[src/rtl/if_stage.sv]
// Instruction-fetch stage: PC register, next-PC selection and the IF/ID pipeline register.
// Instruction memory is combinational and based at PC_RESET.
module if_stage #(
  parameter logic [31:0] PC_RESET = 32'h0000_3000,
  parameter logic [31:0] IM_TOP   = 32'h0000_6FFC,
  parameter logic [31:0] EXC_VEC  = 32'h0000_4180
) (
  input  logic        clk,
  input  logic        reset,
  output logic [31:0] im_pc,
  input  logic [31:0] im_rd,
  input  logic        stall,
  input  logic        exc_req,
  input  logic [1:0]  npc_sel,
  input  logic        br_taken,
  input  logic [31:0] jr_target,
  output logic [31:0] id_instr,
  output logic [31:0] id_pc,
  output logic [31:0] id_pc8,
  output logic        id_valid,
  output logic        id_fetch_err
);

  typedef enum logic [1:0] {
    NPC_SEQ = 2'd0,
    NPC_BR  = 2'd1,
    NPC_J   = 2'd2,
    NPC_JR  = 2'd3
  } npc_sel_e;

  typedef struct packed {
    logic [31:0] instr;
    logic [31:0] pc;
    logic        valid;
    logic        fetch_err;
  } ifid_t;

  logic [31:0] pc_q, pc_d;
  logic [31:0] pc_plus4, br_off, br_tgt, j_tgt;
  logic        fetch_err;
  ifid_t       ifid_q, ifid_d;

  assign pc_plus4  = pc_q + 32'd4;
  // Redirect targets are formed from the instruction sitting in ID.
  assign br_off    = {{14{ifid_q.instr[15]}}, ifid_q.instr[15:0], 2'b00};
  assign br_tgt    = ifid_q.pc + 32'd4 + br_off;
  assign j_tgt     = {ifid_q.pc[31:28], ifid_q.instr[25:0], 2'b00};
  assign fetch_err = (pc_q[1:0] != 2'b00) || (pc_q < PC_RESET) || (pc_q > IM_TOP);

  always_comb begin
    pc_d = pc_plus4;
    if (exc_req) begin
      pc_d = EXC_VEC;
    end else if (stall) begin
      pc_d = pc_q;
    end else begin
      case (npc_sel_e'(npc_sel))
        NPC_BR:  if (br_taken) pc_d = br_tgt;
        NPC_J:   pc_d = j_tgt;
        NPC_JR:  pc_d = jr_target;
        default: pc_d = pc_plus4;
      endcase
    end
  end

  // Exception flush wins over stall; the delay-slot fetch is never squashed by a redirect.
  always_comb begin
    ifid_d = ifid_q;
    if (exc_req) begin
      ifid_d = '0;
    end else if (!stall) begin
      ifid_d.instr     = fetch_err ? 32'h0 : im_rd;
      ifid_d.pc        = pc_q;
      ifid_d.valid     = 1'b1;
      ifid_d.fetch_err = fetch_err;
    end
  end

  always_ff @(posedge clk or posedge reset) begin
    if (reset) begin
      pc_q   <= PC_RESET;
      ifid_q <= '0;
    end else begin
      pc_q   <= pc_d;
      ifid_q <= ifid_d;
    end
  end

  assign im_pc        = pc_q;
  assign id_instr     = ifid_q.instr;
  assign id_pc        = ifid_q.pc;
  assign id_pc8       = ifid_q.pc + 32'd8;
  assign id_valid     = ifid_q.valid;
  assign id_fetch_err = ifid_q.fetch_err;

endmodule
[config.mk]
export PLATFORM = sky130hd
export DESIGN_NAME = if_stage
export DESIGN_NICKNAME = d
export VERILOG_FILES = /design/src/rtl/if_stage.sv
export SDC_FILE = /design/constraint.sdc
export NUM_CORES = 1
export LEC_CHECK = 0
export CAP_MARGIN = 20
export CORE_MARGIN = 2
export CORE_UTILIZATION = 55
export DETAILED_ROUTE_END_ITERATION = 8
export PLACE_DENSITY_LB_ADDON = 0.15
export SLEW_MARGIN = 20
export SYNTH_ARGS = -nofsm -noshare
export SYNTH_HDL_FRONTEND = slang
export SYNTH_SLANG_ARGS = --single-unit
[constraint.sdc]
create_clock -name clk -period 11.3 [get_ports clk]
set_input_delay 3.39 -clock clk [delete_from_list [all_inputs] [get_ports clk]]
set_output_delay 3.39 -clock clk [all_outputs]
set_load 0.01 [all_outputs]
---- Yosys cells after proc, flatten, opt, wreduce, memory -nomap -nowiden ----
Index checks and enable logic that the tools add are counted.
operators by class
  add/subtract/negate cells ............... 4
  magnitude comparators ................... 2
  eq/ne operators ......................... 4
  mux-type cells .......................... 7
  reduce and logical (&&, ||, !) cells .... 3
operators with widths
  operator                                                         number
  two-way mux 66 bit                                               2
  two-way mux 32 bit                                               4
  case mux 32 bit (3 select lines)                                 1
  adder 32 x 3 -> 32 bit, second input constant                    2
  adder 32 bit                                                     1
  adder 32 x 4 -> 32 bit, second input constant                    1
  greater-than comparator 32 x 15 -> 1 bit, second input constant  1
  < comparator 32 x 14 -> 1 bit, second input constant             1
  equality test 2 bit, second input constant                       2
  equality test 2 x 1 -> 1 bit, second input constant              1
  logical OR 1 bit                                                 2
  != test 2 x 1 -> 1 bit, second input constant                    1
  nonzero test 2 bit                                               1
word-level totals
  register bits after elaboration ......... 98
  input port bits ......................... 71
  output and inout bits ................... 130
  logic and storage cells ................. 25

---- Longest topological paths before layout ----
Gate-level depths: netlist of run 1.
  depth in word-level cells ............... 6
  gate-level depth with buffers ........... 14
  gate-level depth less buffers ........... 14

---- Worst setup path before layout of run 1 ----
OpenSTA, ideal clock, no wires.
  path kind ............................... reg2out
  from .................................... register ifid_q, in the netlist id_pc[3]
  to ...................................... output id_pc8[31]
  data arrival time ....................... 1867 ps
  data required time ...................... 7910 ps
  path slack .............................. 6043 ps
  cell stages (with the launch flop) ...... 8
  buffers on the path ..................... 0
  cells stage by stage .................... dfrtp_1 -> ha_1 -> nand3_1 -> or3_1 -> inv_1 -> nand4_1 -> nor2_1 -> xor2_1
on the way
  longest elaborated chain between the ends .. 1
RTL lines
  what                      line  RTL
  start: declaration        41    ifid_t ifid_q, ifid_d;
  start signal: assignment  85    ifid_q <= ifid_d;
  adder 32 x 4 -> 32 bit    92    assign id_pc8 = ifid_q.pc + 32'd8;
  end: declaration          19    output logic [31:0] id_pc8,
No other way between the ends.

---- Worst setup path after layout of run 1 ----
  from .................................... register ifid_q, in the netlist id_pc[4]
  to ...................................... output id_pc8[31]
Same word-level chain as after synthesis.

==> results of run 1 <==
## kinds of logic after synthesis
kind of cell    count (synthesis)  share of synthesized area [%]
fa+ha+maj                      60                           9.43
buf+inv                        83                           4.48
compound gates                240                           20.8
xor+xnor                       72                           7.85
flops                          98                           30.5
mux                            55                           8.05
simple gates                  314                           18.8
## cell usage after synthesis, types with 3 or more instances
master	instances
dfrtp_1	96
nor2_1	95
nand2_1	85
ha_1	59
a21oi_1	58
xnor2_1	47
o21ai_0	45
mux2i_1	44
nand3_1	44
clkbuf_1	36
a22o_1	33
xor2_1	25
inv_1	23
and3_1	19
nand4_1	15
nor3_1	13
a211oi_1	12
a31oi_1	8
buf_2	8
nor4_1	8
o21a_1	8
and4_1	7
mux4_2	7
o211ai_1	7
a21o_1	6
buf_1	6
o21bai_1	6
o22ai_1	6
a32o_1	4
o221ai_1	4
o31ai_1	4
a211o_1	3
and2_1	3
and3_2	3
buf_4	3
mux2_2	3
nand2b_1	3
nand3b_1	3
or3_1	3
## worst max-delay path, stage by stage (launching register included)
cell,delay (ps)
dfrtp_1,500
ha_1,280
nand3_1,200
or3_1,500
inv_1,230
nand4_1,210
nor2_1,180
xor2_1,150
clkdlybuf4s50_1,540
## state kept, by name, summed over array words and instances, names as in the netlist
signal / cells
id_pc: 32
id_instr: 32
id_fetch_err: 1
id_valid: 1
im_pc: 32
## area by class of cell
type                    count  area, um2
multi-input cells         741       5240
fillers                  1148       4020
flip-flops and latches     98       2450
repair buffers            209       2050
clock buffers              10        239
well taps                 184        230
inverters                  26        100
clock inverters             6       87.6
## layer usage
layer	wire length (um)	part of all wire, %
met2	12300	47
met3	2340	9.0
met1	10400	40
met4	1000	3.9
met5	0	0
## power breakdown
part           total (mW)  switching [mW]  leakage, nW  internal (mW)
Sequential          0.397          0.0316         1.32          0.365
Combinational       0.210           0.106         3.12          0.104
Clock               0.350           0.149        0.163          0.201
Total               0.957           0.286         4.61          0.671
## how the worst max path moves through the flow
| stage | endpoint | slack, ps | cells past startpoint |
|---|---|---|---|
| 2_1_floorplan | id_fetch_err | 5350 | 1 |
| 3_3_place_gp | id_pc8[30] | 5040 | 7 |
| 3_5_place_dp | id_pc8[28] | 4900 | 7 |
| 4_1_cts | id_pc8[28] | 4510 | 7 |
| 5_1_grt | id_pc8[31] | 4610 | 8 |
| 6_report | id_pc8[31] | 4760 | 8 |
==> results.json, run 1 <==
{
  "vias_per_cell": 6.39,
  "cts_htree_levels": 3,
  "start_util_pct": 55.7,
  "totalWireLength_mm": 26.1,
  "drive_above_1_share_pct": 6.88,
  "hold_buffers": 0,
  "fin_cells": 1274,
  "avgRoutedWirePerCell_um": 20.5,
  "tightest_slew_ps": 1040,
  "hold_viol": 0,
  "rsz0062_at_grt": "false",
  "synth_top_cell_area_share_pct": 29.9,
  "ys.flop_type": "dfrtp_1",
  "dpl.hpwl_mm": 18.5,
  "met2_usage_pct": 54.4,
  "tritoncts": "done",
  "worstPathMaxFanout": 7,
  "syn_nets": 1053,
  "use_met1_pct": 43.6,
  "die_x_um": 125,
  "max_freq_mhz": 153,
  "ir_drop_v": 0.0000721,
  "grt_pass1_vias": 8020,
  "layout_common_cells": "clkdlybuf4s50_1 (197), dfrtp_1 (96), nor2_1 (94), nand2_1 (85), ha_1 (59)",
  "finalMaxSlewViolations": 0,
  "crit_path_start": "id_pc[4]",
  "syn_to_final_growth_pct": 29.5,
  "cp-start-kind": "flop",
  "antenna_found_initial": 0,
  "yosys-top-cells-area": "dfrtp_1 (30%), ha_1 (9.2%), mux2i_1 (5.5%)",
  "fin_skew_ps": 6.76,
  "synth_largest_area_cell": "dfrtp_1",
  "yosysSeqAreaShare_pct": 30.5,
  "status": "finished clean",
  "nNetsFinal": 1216,
  "num_vias": 8136,
  "worst_ep_arrival_time_ps": 3150,
  "cts_inserted_buffers": 9,
  "grt.busiest_layer": "met2",
  "path_clk_slew_ps": 70,
  "cts_resized": 0,
  "pre_cts_ws_ps": 4900,
  "placed_area_um2": 10100,
  "reg2reg_depth": 12,
  "cts_sinks": 98,
  "cts_buffer_depth": 2,
  "pin_count": 201,
  "synth_area_um2": 8040,
  "hold_path_end": "id_instr[27]",
  "final_area_um2": 10400,
  "synth_seq_cells": 98,
  "finalCritPeriodShare_pct": 57.9,
  "p_leak_nw": 4.61,
  "die_area_um2": 15600,
  "postSynthCellCount": 922,
  "hp-class": "flop to flop",
  "setup_viol": 0,
  "core-area_um2": 14400,
  "ys_async_sr_fraction_pct": 100,
  "ant_nets": 0,
  "hold_slack_ps": 512,
  "row_count": 44,
  "grt_pass1_wl_mm": 42.0,
  "drt-initial-drc-count": 898,
  "hold_depth": 1,
  "maxSlewHeadroom_pct": 30.8,
  "grt-ovfl-total": 0,
  "antenna_cells": 0,
  "period_minus_slack_ps": 6540,
  "syn-mean-instance-area_um2": 8.72,
  "grt_use_total_pct": 33.3,
  "synth_edf_count": 0,
  "hold_path.startpoint": "id_instr[27]",
  "post-route-util_pct": 72.1,
  "regToRegSetupSlack_ps": 7700,
  "clock_latency_ps": 360,
  "cp.required_ps": 7910,
  "total_power_uw": 957,
  "cp-end-kind": "output port",
  "first_pass_iters": 5,
  "grt_max_degree": 71,
  "ctsRootBufferMaster": "clkbuf_16",
  "fin_tns_setup_ps": 0,
  "fp.dieH_um": 125,
  "layout_commonest_cell": "clkdlybuf4s50_1",
  "ys.warnings.count": 0,
  "io_buffers": 200,
  "dp.cells": 1258,
  "postCtsSetupBuffers": 0,
  "rr_startpoint": "id_pc[3]",
  "layout_setup_ws_ps": 4760,
  "routabilityCongestion": 0.968,
  "synth_cell_types": 84,
  "p_per_area_nw_per_um2": 91.9,
  "reg2reg_to": "im_pc[31]",
  "drc": 0,
  "crit_type": "flop to output port",
  "grtUsageMet3_pct": 6.06,
  "cap_viol_max_count": 0
}
Note: power is estimated with default switching activity, not from simulation.
==> run 2, diff against run 1 <==
- CORE_UTILIZATION: 55 -> 46
- clock period: 11.3 -> 6 ns (I/O delays scaled with it)
==> results.json, run 2 (synthesis gave the netlist of run 1 again) <==
{
  "max_freq_mhz": 204,
  "p_leak_nw": 4.62,
  "start_util_pct": 46.8,
  "dp.cells": 1298,
  "met1Wirelength_mm": 11.5,
  "ctsRootBufferMaster": "clkbuf_16",
  "cts_htree_levels": 3,
  "grt_pass1_wl_mm": 41.1,
  "maxSlewHeadroom_pct": 26.6,
  "antenna_found_initial": 0,
  "fp.dieH_um": 136,
  "layout_commonest_cell": "clkdlybuf4s50_1",
  "cts_sinks": 98,
  "pre_cts_ws_ps": 1470,
  "worstPathMaxFanout": 8,
  "switching_share_pct": 29.4,
  "rsz0062_at_grt": "false",
  "finalMaxSlewViolations": 0,
  "drt-initial-drc-count": 660,
  "cp.required_ps": 4200,
  "layout_common_cells": "clkdlybuf4s50_1 (196), dfrtp_1 (96), nor2_1 (94), nand2_1 (85), ha_1 (59)",
  "multi_input_area_um2": 5240,
  "syn_to_final_growth_pct": 30.3,
  "grt-ovfl-total": 0,
  "total_power_mw": 1.87,
  "ir_drop_v": 0.000144,
  "fillers": 1590,
  "p_clk_share_pct": 38.9,
  "seq_power_share_pct": 40.2,
  "combPwrFrac_pct": 20.9,
  "cp-start-kind": "flop",
  "drc": 0,
  "grt_use_total_pct": 28.6,
  "core-area_um2": 17200,
  "fin_skew_ps": 9.86,
  "crit_type": "flop to output port",
  "fin_tns_setup_ps": 0,
  "drive_above_1_share_pct": 6.80,
  "tightest_slew_ps": 1100,
  "dpl.hpwl_mm": 19.0,
  "status": "finished clean",
  "fin_cells": 1314,
  "final_area_um2": 10500,
  "sequential_cell_area_um2": 2450,
  "hold_buffers": 0,
  "routed-wl-met3_mm": 1.75,
  "switchingPower_uw": 549,
  "cts_buffer_depth": 2,
  "placed_area_um2": 10100,
  "io_buffers": 200,
  "cap_viol_max_count": 0,
  "postCtsSetupBuffers": 0,
  "worst_ep_arrival_time_ps": 3110,
  "ant_nets": 0,
  "vias_per_cell": 6.02,
  "hold_viol": 0,
  "totalWireLength_mm": 26.5,
  "internal-power_mw": 1.32,
  "path_clk_slew_ps": 70,
  "cts_resized": 0,
  "avgRoutedWirePerCell_um": 20.2,
  "cp-end-kind": "output port",
  "hp-class": "flop to flop",
  "period_minus_slack_ps": 4910,
  "p_per_area_nw_per_um2": 178,
  "setup_viol": 0,
  "die_x_um": 136,
  "antenna_cells": 0,
  "grt_max_degree": 66,
  "first_pass_iters": 6,
  "finalCritPeriodShare_pct": 81.8,
  "num_vias": 7913,
  "maxUsedRoutingLayer": "met4",
  "tritoncts": "done",
  "clock_latency_ps": 370,
  "routed-wl-met2_mm": 12.8,
  "grt_pass1_vias": 7408,
  "row_count": 48,
  "routabilityCongestion": 0.893,
  "nNetsFinal": 1215,
  "layout_setup_ws_ps": 1090,
  "pin_count": 201,
  "cts_inserted_buffers": 9,
  "die_area_um2": 18500
}
[run 2: power groups by stage]
stage / Combinational [mW] / Clock, mW / Sequential, mW
finish: 0.390 / 0.726 / 0.749
CTS: 0.390 / 0.727 / 0.748
detailed placement: 0.388 / 0 / 0.760
floorplan: 0.214 / 0 / 0.747
global route: 0.424 / 0.753 / 0.754
global placement: 0.385 / 0 / 0.760
[run 2: layer usage]
metal,track usage (%),up-vias
met3,4.33,33
met5,0,-
met4,8.22,0
met1,38.2,3857
met2,48.0,308
li1,-,3715
[run 2: worst max-delay path, stage by stage (launching register included)]
cell             delay, ps
dfrtp_1                470
ha_1                   260
nand3_1                210
or3_1                  490
inv_1                  220
nand4_1                210
nor2_1                 170
xor2_1                 160
clkdlybuf4s50_1        550
[run 2: path summary, 6_finish.rpt]
path	cells past startpoint	endpoint	slack, ps	from
max	8	id_pc8[31]	1090	id_pc[3]
min	1	id_instr[26]	510	id_instr[26]
max reg2reg	14	im_pc[31]	2450	id_instr[0]
min reg2reg	1	id_instr[26]	510	id_instr[26]
max in group asynchronous	3	id_pc[14]	3050	reset
min in group asynchronous	2	im_pc[26]	1960	reset
[run 2: final cells by class]
class                   count  share of cell area, %
clock inverters             5                   1.03
inverters                  26                  0.956
repair buffers            208                   19.5
flip-flops and latches     98                   23.4
multi-input cells         741                   50.0
well taps                 225                   2.69
clock buffers              11                   2.41
[run 2: stage by stage]
| stage | util [%] | hold slack (ps) |
|---|---|---|
| 5_1_grt | 61.0 | 535 |
| 3_3_place_gp | 58.9 | 490 |
| 4_1_cts | 61.0 | 512 |
| 3_5_place_dp | 58.9 | 492 |
| 6_report | 61.0 | 507 |
| 2_1_floorplan | - | 516 |
